**src/rtl/unroll.sv**
```systemverilog
// unroll: sequential inverse of the prefix-sum nibble roller.
// Recovers t[i] = (enc[i] - sum_{j<i} enc[j]) mod 16, one nibble per clock.
module unroll #(
    parameter int unsigned NIB = 8
) (
    input  logic               clk,
    input  logic               reset,
    input  logic               start,
    input  logic [4*NIB-1:0]   in,
    output logic               busy,
    output logic               done,
    output logic [4*NIB-1:0]   out
);

    localparam int unsigned DW = 4 * NIB;
    localparam int unsigned IW = (NIB > 1) ? $clog2(NIB) : 1;

    typedef enum logic [1:0] {
        S_IDLE = 2'd0,
        S_RUN  = 2'd1,
        S_DONE = 2'd2
    } state_e;

    state_e          state_q, state_d;
    logic [DW-1:0]   word_q,  word_d;
    logic [DW-1:0]   out_q,   out_d;
    logic [3:0]      sum_q,   sum_d;
    logic [IW-1:0]   idx_q,   idx_d;
    logic            busy_q,  busy_d;
    logic            done_q,  done_d;

    logic [3:0]      enc_nib;
    logic [3:0]      dec_nib;

    // Current encoded nibble and its decoded value (4-bit wraparound).
    always_comb begin
        enc_nib = word_q[{idx_q, 2'b00} +: 4];
        dec_nib = enc_nib - sum_q;
    end

    // Next-state and datapath update; busy/done registered from next state.
    always_comb begin
        state_d = state_q;
        word_d  = word_q;
        out_d   = out_q;
        sum_d   = sum_q;
        idx_d   = idx_q;

        case (state_q)
            S_IDLE: begin
                if (start) begin
                    word_d  = in;
                    out_d   = '0;
                    sum_d   = '0;
                    idx_d   = '0;
                    state_d = S_RUN;
                end
            end
            S_RUN: begin
                out_d[{idx_q, 2'b00} +: 4] = dec_nib;
                sum_d = sum_q + enc_nib;
                if (idx_q == IW'(NIB - 1)) begin
                    idx_d   = '0;
                    state_d = S_DONE;
                end else begin
                    idx_d = idx_q + IW'(1);
                end
            end
            S_DONE: begin
                state_d = S_IDLE;
            end
            default: begin
                state_d = S_IDLE;
            end
        endcase

        busy_d = (state_d == S_RUN);
        done_d = (state_d == S_DONE);
    end

    // State and datapath registers with synchronous active-high reset.
    always_ff @(posedge clk) begin
        if (reset) begin
            state_q <= S_IDLE;
            word_q  <= '0;
            out_q   <= '0;
            sum_q   <= '0;
            idx_q   <= '0;
            busy_q  <= 1'b0;
            done_q  <= 1'b0;
        end else begin
            state_q <= state_d;
            word_q  <= word_d;
            out_q   <= out_d;
            sum_q   <= sum_d;
            idx_q   <= idx_d;
            busy_q  <= busy_d;
            done_q  <= done_d;
        end
    end

    assign busy = busy_q;
    assign done = done_q;
    assign out  = out_q;

endmodule

```
**config.mk**
```make
export PLATFORM = sky130hd
export DESIGN_NAME = unroll
export DESIGN_NICKNAME = d
export VERILOG_FILES = /design/src/rtl/unroll.sv
export SDC_FILE = /design/constraint.sdc
export NUM_CORES = 1
export LEC_CHECK = 0
export CORE_MARGIN = 10
export CORE_UTILIZATION = 42
export DETAILED_ROUTE_END_ITERATION = 12
export HOLD_SLACK_MARGIN = 0.1
export PLACE_DENSITY_LB_ADDON = 0.15
export SETUP_SLACK_MARGIN = 0.15
export SLEW_MARGIN = 40
export SYNTH_ARGS = -nofsm -noshare
export SYNTH_HDL_FRONTEND = slang
export SYNTH_SLANG_ARGS = --single-unit
```
**constraint.sdc**
```tcl
create_clock -name clk -period 8.6 [get_ports clk]
set_input_delay 0.86 -clock clk [delete_from_list [all_inputs] [get_ports clk]]
set_output_delay 0.86 -clock clk [all_outputs]
set_load 0.02 [all_outputs]
```
==> flow_summary.json <==
{
  "grt_pass1_wl_mm": 13.1,
  "htreeDepth": 3,
  "path_class": "reg2reg",
  "grt_max_degree": 72,
  "slew_viol_final": 0,
  "worstSkewPairLatency_ns": 0.35,
  "clk_pin_slew_worst_paths_ns": 0.07,
  "postCtsHoldBufs": 0,
  "first_global_vias": 2710,
  "wl_mm": 8.09,
  "end_kind": "flop",
  "antenna_left": 0,
  "drive_above_1_share_pct": 9.35,
  "yosysTopAreaCell": "dfxtp_1",
  "n_antenna_cell": 0,
  "final_area_mm2": 0.00428,
  "drt_first_pass_iters": 4,
  "hold_path.class": "reg2reg",
  "skew_ns": 0.0115,
  "cts_setup_buffers": 0,
  "synth_flop_cell": "dfxtp_1",
  "cp_data_arrival_time_ns": 3.29,
  "drt-wirelength-per-cell_um": 14.7,
  "critPathRequiredTime_ns": 8.81,
  "hpwl_mm": 5.61,
  "syn-num-nets": 439,
  "rsz0062_at_grt": "false",
  "relSlewSlack_pct": 50.5,
  "dp_cells": 536,
  "grt_most_used_layer": "met2",
  "globalRouteOverflowTotal": 0,
  "cts_resized": 0,
  "p_leak_nw": 1.53,
  "p_per_area_mw_per_mm2": 181,
  "boundaryPins": 69,
  "cts_root_buf": "clkbuf_8",
  "status": "finished, final reports clean",
  "yosysWarnings": 0,
  "rows": 32,
  "die_x_um": 109,
  "grt.met1_usage_pct": 16.6,
  "grt_usage_pct": 13.7,
  "synth-async-reset-ratio_pct": 0,
  "cts_buffers": 9,
  "min_period_over_period_pct": 35.8,
  "gp_congestion": 0.836,
  "synth_cell_type_count": 45,
  "crit_top_cell": "nor2_1",
  "synth-seq-cells": 75,
  "met3_usage_pct": 4.21,
  "cts_sinks": 75,
  "path_max_fanout": 19,
  "port-buffer-count": 68,
  "synth_top_area_share_pct": 44.8,
  "vdd_drop_max_v": 0.000115,
  "postSynthCellCount": 392,
  "cp_slowest_cell": "dfxtp_2",
  "cap_violations": 0,
  "clockBufferDepth": 2,
  "min_period_ns": 3.08,
  "place_area_mm2": 0.00405,
  "total_power_w": 0.000773,
  "final_hold_viol_count": 0,
  "die_h_um": 109,
  "synth_area_leaders": "dfxtp_1 (45%), nand2_1 (9.6%), a21oi_1 (7.0%)",
  "core_mm2": 0.00773,
  "worst_slew_pin_slew_ns": 0.737,
  "start_util_pct": 43.4,
  "worstPathCellList": "mux4_2 -> nand2_1 -> and2_1 -> ha_1 -> inv_1 -> fa_1 -> xnor2_1 -> nor2_1 -> a31oi_1 -> nor2_1",
  "setup_tns_ns": 0,
  "synth-seq-area-share_pct": 44.8,
  "cts_tree": "yes",
  "multi_input_area_mm2": 0.00170,
  "synth_area_per_cell_um2": 8.55,
  "drc": 0,
  "dieArea_mm2": 0.0120,
  "fmax_ghz": 0.325,
  "num_vias": 2826,
  "synth.most_common_cell": "nand2_1",
  "fillers": 724,
  "nets": 492,
  "critical_path.top_delay_family": "flip-flops",
  "crit_buf_inv": 1,
  "antenna_found_initial": 0,
  "synth-edff-count": 0,
  "area_growth_syn_to_layout_pct": 27.8,
  "synthTopCellsByCount": "nand2_1 (86), dfxtp_1 (75), a21oi_1 (47)",
  "netlist_area_mm2": 0.00335,
  "post_drt_via_cell_ratio": 5.13,
  "critPathLaunchType": "flop",
  "seqCellArea_mm2": 0.00150,
  "grtUsageMet2_pct": 22.5,
  "fin_cells": 551,
  "hold_slack_ns": 0.455,
  "drtIter0Drc": 94,
  "finalSetupViolations": 0,
  "slowest_delay_ns": 0.62
}
-- cells by family after synthesis --
| logic type | after synthesis | synth area share, % |
|---|---|---|
| adder cells (fa/ha/maj) | 12 | 4.93 |
| multiplexers | 17 | 8.21 |
| AND/OR/NAND/NOR | 175 | 23.7 |
| buffers and inverters | 38 | 4.82 |
| flip-flops | 75 | 44.8 |
| XOR/XNOR | 3 | 1.19 |
| AO/OA/AOI/OAI | 72 | 12.3 |
-- placed cells by master, fill, tap and decap left out, types with 4 or more instances in the layout --
cell             count
dfxtp_1             74
nor2_1              30
nand2_1             85
nor2b_1              4
o21ai_2              4
clkdlybuf4s50_1     67
nand3_1             26
a21oi_1             47
mux2_1               4
a31oi_1             12
inv_1               11
ha_1                10
clkbuf_8             9
mux4_2               7
or2_2                4
and2_1               4
mux2_2               4
-- registers in the layout, indices dropped and copies added (netlist names) --
name     count
sum_q        4
done         1
word_q      32
idx_q        3
out         32
busy         1
state_q      2
-- stage by stage --
stage,util [%],setup slack [ns]
after global routing,55.4,5.25
final,55.4,5.52
after CTS,55.4,5.14
after global placement,52.3,5.19
after floorplan,-,5.84
after detailed placement,52.4,5.15
-- where the power goes --
group          switching [W]  internal (W)   total, W
logic              0.0000493     0.0000390  0.0000883
clock network       0.000127      0.000191   0.000318
registers         0.00000914      0.000358   0.000367
-- worst register-to-register path, stage by stage (launching register included) --
cell and delay, ns:
dfxtp_2 0.62, mux4_2 0.56, nand2_1 0.08, and2_1 0.15
ha_1 0.14, inv_1 0.06, fa_1 0.39, xnor2_1 0.62
nor2_1 0.12, a31oi_1 0.16, nor2_1 0.05
-- worst paths after layout --
check,start,to,slack [ns],cells past startpoint
worst max-delay path,idx_q[0],out[2],5.52,10
worst min-delay path,word_q[18],word_q[18],0.45,2
worst max register to register,idx_q[0],out[2],5.52,10
worst min register to register,word_q[18],word_q[18],0.45,2
-- area by class of cell --
class                      count  area share [%]
inverter                      11           0.964
timing repair buffer          69            16.0
clock inverter                 5            2.40
tap                          102            2.98
clock buffer                  10            2.98
sequential                    75            35.1
multi-input combinational    279            39.6
-- metal layers --
layer	up-vias	routed length (um)
met1	1304	3710
met4	0	63
met5	-	0
met3	6	437
met2	75	3870
li1	1441	-
(Power assumes the default switching activity.)
